$ cat src/rtl/mem_arbiter.sv
// mem_arbiter: round-robin arbiter merging the I-cache and D-cache 128-bit
// block ports onto one shared memory port.
//
// Ports
//   clk, proc_reset_n            system clock, synchronous active-low reset
//   ic_read/ic_write/ic_addr/ic_wdata  I-cache request (held until ic_ready)
//   ic_rdata, ic_ready           I-cache response (rdata valid with ready)
//   dc_read/dc_write/dc_addr/dc_wdata  D-cache request (held until dc_ready)
//   dc_rdata, dc_ready           D-cache response (rdata valid with ready)
//   mem_read/mem_write/mem_addr/mem_wdata  shared memory request
//   mem_rdata, mem_ready         shared memory response
//
// state | meaning
// ------+-----------------------------------------------------------
// IDLE  | no grant; pick a requester (round-robin on collision)
// GNT_I | I-cache owns memory; latched request driven until mem_ready
// GNT_D | D-cache owns memory; latched request driven until mem_ready
module mem_arbiter #(
    parameter int ADDR_W = 28,
    parameter int DATA_W = 128
) (
    input  logic              clk,
    input  logic              proc_reset_n,

    input  logic              ic_read,
    input  logic              ic_write,
    input  logic [ADDR_W-1:0] ic_addr,
    input  logic [DATA_W-1:0] ic_wdata,
    output logic [DATA_W-1:0] ic_rdata,
    output logic              ic_ready,

    input  logic              dc_read,
    input  logic              dc_write,
    input  logic [ADDR_W-1:0] dc_addr,
    input  logic [DATA_W-1:0] dc_wdata,
    output logic [DATA_W-1:0] dc_rdata,
    output logic              dc_ready,

    output logic              mem_read,
    output logic              mem_write,
    output logic [ADDR_W-1:0] mem_addr,
    output logic [DATA_W-1:0] mem_wdata,
    input  logic [DATA_W-1:0] mem_rdata,
    input  logic              mem_ready
);

    typedef enum logic [1:0] {
        IDLE  = 2'd0,
        GNT_I = 2'd1,
        GNT_D = 2'd2
    } state_t;

    state_t              state_q, state_d;
    logic                last_gnt_q, last_gnt_d;   // 0 = I, 1 = D
    logic [ADDR_W-1:0]   req_addr_q, req_addr_d;
    logic [DATA_W-1:0]   req_wdata_q, req_wdata_d;
    logic                req_we_q, req_we_d;

    logic                ic_req;
    logic                dc_req;
    logic                pick_d;

    assign ic_req = ic_read | ic_write;
    assign dc_req = dc_read | dc_write;

    // D wins when it is the only requester, or on a collision when I was
    // served last (last_gnt resets to I, so D wins the first collision).
    assign pick_d = dc_req & (~ic_req | ~last_gnt_q);

    always_ff @(posedge clk) begin
        if (!proc_reset_n) begin
            state_q     <= IDLE;
            last_gnt_q  <= 1'b0;
            req_addr_q  <= '0;
            req_wdata_q <= '0;
            req_we_q    <= 1'b0;
        end else begin
            state_q     <= state_d;
            last_gnt_q  <= last_gnt_d;
            req_addr_q  <= req_addr_d;
            req_wdata_q <= req_wdata_d;
            req_we_q    <= req_we_d;
        end
    end

    always_comb begin
        state_d     = state_q;
        last_gnt_d  = last_gnt_q;
        req_addr_d  = req_addr_q;
        req_wdata_d = req_wdata_q;
        req_we_d    = req_we_q;
        mem_read    = 1'b0;
        mem_write   = 1'b0;
        ic_ready    = 1'b0;
        dc_ready    = 1'b0;

        case (state_q)
            IDLE: begin
                if (pick_d) begin
                    state_d     = GNT_D;
                    last_gnt_d  = 1'b1;
                    req_addr_d  = dc_addr;
                    req_wdata_d = dc_wdata;
                    req_we_d    = dc_write;
                end else if (ic_req) begin
                    state_d     = GNT_I;
                    last_gnt_d  = 1'b0;
                    req_addr_d  = ic_addr;
                    req_wdata_d = ic_wdata;
                    req_we_d    = ic_write;
                end
            end
            GNT_I: begin
                // Strobes drop in the completion cycle so memory never sees
                // a second back-to-back request from the same grant.
                mem_read  = ~req_we_q & ~mem_ready;
                mem_write =  req_we_q & ~mem_ready;
                ic_ready  = mem_ready;
                if (mem_ready) begin
                    state_d = IDLE;
                end
            end
            GNT_D: begin
                mem_read  = ~req_we_q & ~mem_ready;
                mem_write =  req_we_q & ~mem_ready;
                dc_ready  = mem_ready;
                if (mem_ready) begin
                    state_d = IDLE;
                end
            end
            default: begin
                state_d = IDLE;
            end
        endcase
    end

    assign mem_addr  = req_addr_q;
    assign mem_wdata = req_wdata_q;
    assign ic_rdata  = mem_rdata;
    assign dc_rdata  = mem_rdata;

endmodule

$ cat config.mk
export PLATFORM = sky130hd
export DESIGN_NAME = mem_arbiter
export DESIGN_NICKNAME = d
export VERILOG_FILES = /design/src/rtl/mem_arbiter.sv
export SDC_FILE = /design/constraint.sdc
export NUM_CORES = 1
export LEC_CHECK = 0
export ABC_CLOCK_PERIOD_IN_PS = 1900
export CORE_AREA = 4 4 335 337
export CTS_CLUSTER_SIZE = 20
export DETAILED_ROUTE_END_ITERATION = 8
export DIE_AREA = 0 0 339 341
export HOLD_SLACK_MARGIN = 0.02
export PLACE_DENSITY = 0.41
export SYNTH_ARGS = -nofsm -noshare
export SYNTH_HDL_FRONTEND = slang
export SYNTH_SLANG_ARGS = --single-unit
export TNS_END_PERCENT = 20
$ cat constraint.sdc
create_clock -name clk -period 1.9 [get_ports clk]
set_clock_uncertainty 0.15 [all_clocks]
set_input_delay 0.38 -clock clk [delete_from_list [all_inputs] [get_ports clk]]
set_output_delay 0.38 -clock clk [all_outputs]
set_load 0.01 [all_outputs]
==> impl_results.md <==
* # IOs at 863
* DRT Pass-1 Iters at 5
* Syn nets at 1646
* Drt drc at 0
* R2R depth at 7
* Worst path top cell family by delay: flip-flops
* Minimum clock period at 2096 ps
* Initial Util at 8.441%
* Power Dens Cells at 1033 nW/µm²
* Adder-cell share of the synthesized area at 0.4085%
* Initial DRC Count at 481
* HP Class: in2reg
* Mux cell area share after synthesis at 0%
* Seq/Total Area, Yosys at 34.86%
* Die Ht at 341 µm
* Layout cells sized above 1 at 14.08%
* Crit. Startpoint: state_q[1]
* Grt total ovfl at 0
* Clk buf depth at 2
* Critical path capture point type: output pin
* Period utilization at 110.3%
* Status: complete, but fails checks
* Worst-Margin Slew at 498.0 ps
* Post-layout util at 13.90%
* Dpl cells at 2850
* Most numerous cell in the Yosys netlist: o21ai_0
* WL final at 68.60 mm
* Routed via count at 9903
* Routed len/inst at 23.75 µm
* CP required at 1370 ps
* Vias per cell at 3.428
* Worst-path clk slew at 80 ps
* Port bufs at 478
* FF-to-FF End: mem_wdata[7]
* Mapped Area at 9189 µm²
* Crit path to: mem_read
* Area added between synthesis and finish at 64.72%
* Slowest cell on the critical path: dfxtp_2
* Largest net degree at the start of global routing at 58
* CTS tree: yes
* Static Leak at 5.606 nW
* Min setup slack post-route at -195.7 ps
* Post-Synth Simple-Gate Area at 0.8170%
* Die area at 115600 µm²
* Max Fclk at 477.2 MHz
* Routability Congestion at 0.8078
* Nets at 1907
* Synth Instances at 1196
* Syn Area/Cell at 7.683 µm²
* Synth top area share at 34.86%
* Clock latency on the worst-skew pair at 500 ps
* Ys Warns at 0
* Hold Vio Cnt, Final at 0
* Final std cells w/o fill at 2889
* Main combinational cell family by area after synthesis: compound AO/OA/AOI/OAI gates
* Crit path kind: reg2out
* First-pass GRT wire length at 91.16 mm
* XOR/XNOR share of the synthesized area at 0%
* Largest fanout on the critical path at 2
* FFs w/ async S/R, synth at 0%
* Slew Viols, Final at 0
* Max cap viols at 0
* Core area at 108900 µm²
* WHS at 93.74 ps
* Crit path DAT at 1570 ps
* Max IR drop VDD at 0.0005358 V
* Initial antenna violation count at 10
* Reg-to-reg startpoint: state_q[1]
* H-tree depth at 4
* Synth Area in Compound Gates at 37.12%
* Unrepaired setup endpoints after global routing: yes
* Main synth FF type: dfxtp_1
* Distinct cells, synth at 27
* Critical path buffers and inverters at 2
* Critical path depth in cells at 5
* Slowest stage delay, CP at 340 ps
* Synth Register Bits at 160
* Post-synth EDFFs at 0
* Total Routing Usage GR at 11.41%
* Slew margin rel. at 66.80%
* # rows at 121
* Top cells by count, synth: 289 x o21ai_0, 265 x buf_4, 160 x dfxtp_1
* Vias in the first global route at 10270
* Critical-path cell list: inv_2, ha_4, nand2b_4, nor2_2, buf_2
* Root Driver: clkbuf_16
* Die width at 339 µm
* Final setup viols at 4
* Largest cells by area after synthesis: dfxtp_1 35%, buf_4 22%, o21ai_0 16%, a31oi_1 11%, a21oi_1 8.5%
* Routed Antenna Nets at 0
* Violated checks: negative setup slack
* Largest area contributor in the netlist: dfxtp_1
* Clk sinks at 160
* Cts bufs inserted at 17
* Flop-to-flop setup slack at 70 ps
* Final HPWL DP at 56.62 mm
* Setup crit start kind: register
where the power goes:
part | internal, mW | switching, mW | leakage (nW)
logic | 3.22 | 3.91 | 4.00
registers | 4.27 | 0.550 | 1.33
clock network | 1.73 | 1.95 | 0.274
total | 9.22 | 6.41 | 5.61
placed cells by master, fill, tap and decap left out, types with 7 or more instances in the layout:
master           Yosys  final
clkdlybuf4s50_1      0    315
o21ai_0            289    288
a21oi_1            156    156
a31oi_1            157    155
dfxtp_1            160    152
dlygate4sd2_1        0    151
buf_4              265    120
o21ai_1             25     25
buf_12               0     20
clkbuf_16            0     17
dfxtp_2              0      8
inv_6                0      7
buf_6                0      7
through the flow:
step           instance area, µm²  setup TNS (ps)  total power [mW]  worst slack, ps
2_1_floorplan                9189               0             8.214            182.9
3_3_place_gp                14630          -80930             12.72           -800.1
3_5_place_dp                14630          -84930             12.64           -800.8
4_1_cts                     15120          -846.8             16.06           -278.2
5_1_grt                     15120          -959.2             16.70           -281.0
6_report                    15140          -555.2             15.63           -195.7
routing by layer:
layer | global-route usage [%] | vias up | wire [µm]
li1 | - | 4586 | -
met1 | 12.12 | 4507 | 25800
met2 | 18.19 | 742 | 31230
met3 | 8.077 | 62 | 10270
met4 | 2.919 | 6 | 1173
met5 | 0.6250 | - | 125
flip-flops by register name, summed over array words and instances (netlist names):
name        count
state_q         2
mem_wdata     128
last_gnt_q      1
mem_addr       28
req_we_q        1
tightest hold or removal path, stage by stage:
cell and delay [ps]:
buf_6 180, o21ai_0 100, a21oi_1 40
worst min-delay path by stage:
stage,from,end,cells after the start
6_report,proc_reset_n,mem_wdata[1],3
3_3_place_gp,mem_wdata[9],mem_wdata[9],2
3_5_place_dp,mem_wdata[115],mem_wdata[115],2
2_1_floorplan,state_q[1],state_q[1],2
4_1_cts,proc_reset_n,mem_wdata[1],3
5_1_grt,proc_reset_n,mem_addr[26],3
cells by family after synthesis:
group / after synthesis
and+or+nand+nor: 15
adders and majority gates: 3
DFF: 160
buffers and inverters: 382
AOI/OAI and AO/OA: 636
timing repair:
action / CTS / global route
pin swaps: 3 / 3
gates resized for setup: 199 / 2
buffers inserted: 3 / 0
setup endpoints to repair: 234 / 10
hold endpoints to repair: 0 / 0
hold buffers: 0 / 0
area by class of cell:
| cell class | count | area [µm²] |
|---|---|---|
| tap | 1414 | 1769 |
| fill | 12490 | 93720 |
| multi-input combinational | 654 | 3646 |
| sequential | 160 | 3213 |
| inverter | 5 | 18.77 |
| clock buffer | 17 | 425.4 |
| timing repair buffer | 619 | 5914 |
| antenna | 5 | 12.51 |
| clock inverter | 15 | 136.4 |
(Power assumes the default switching activity.)
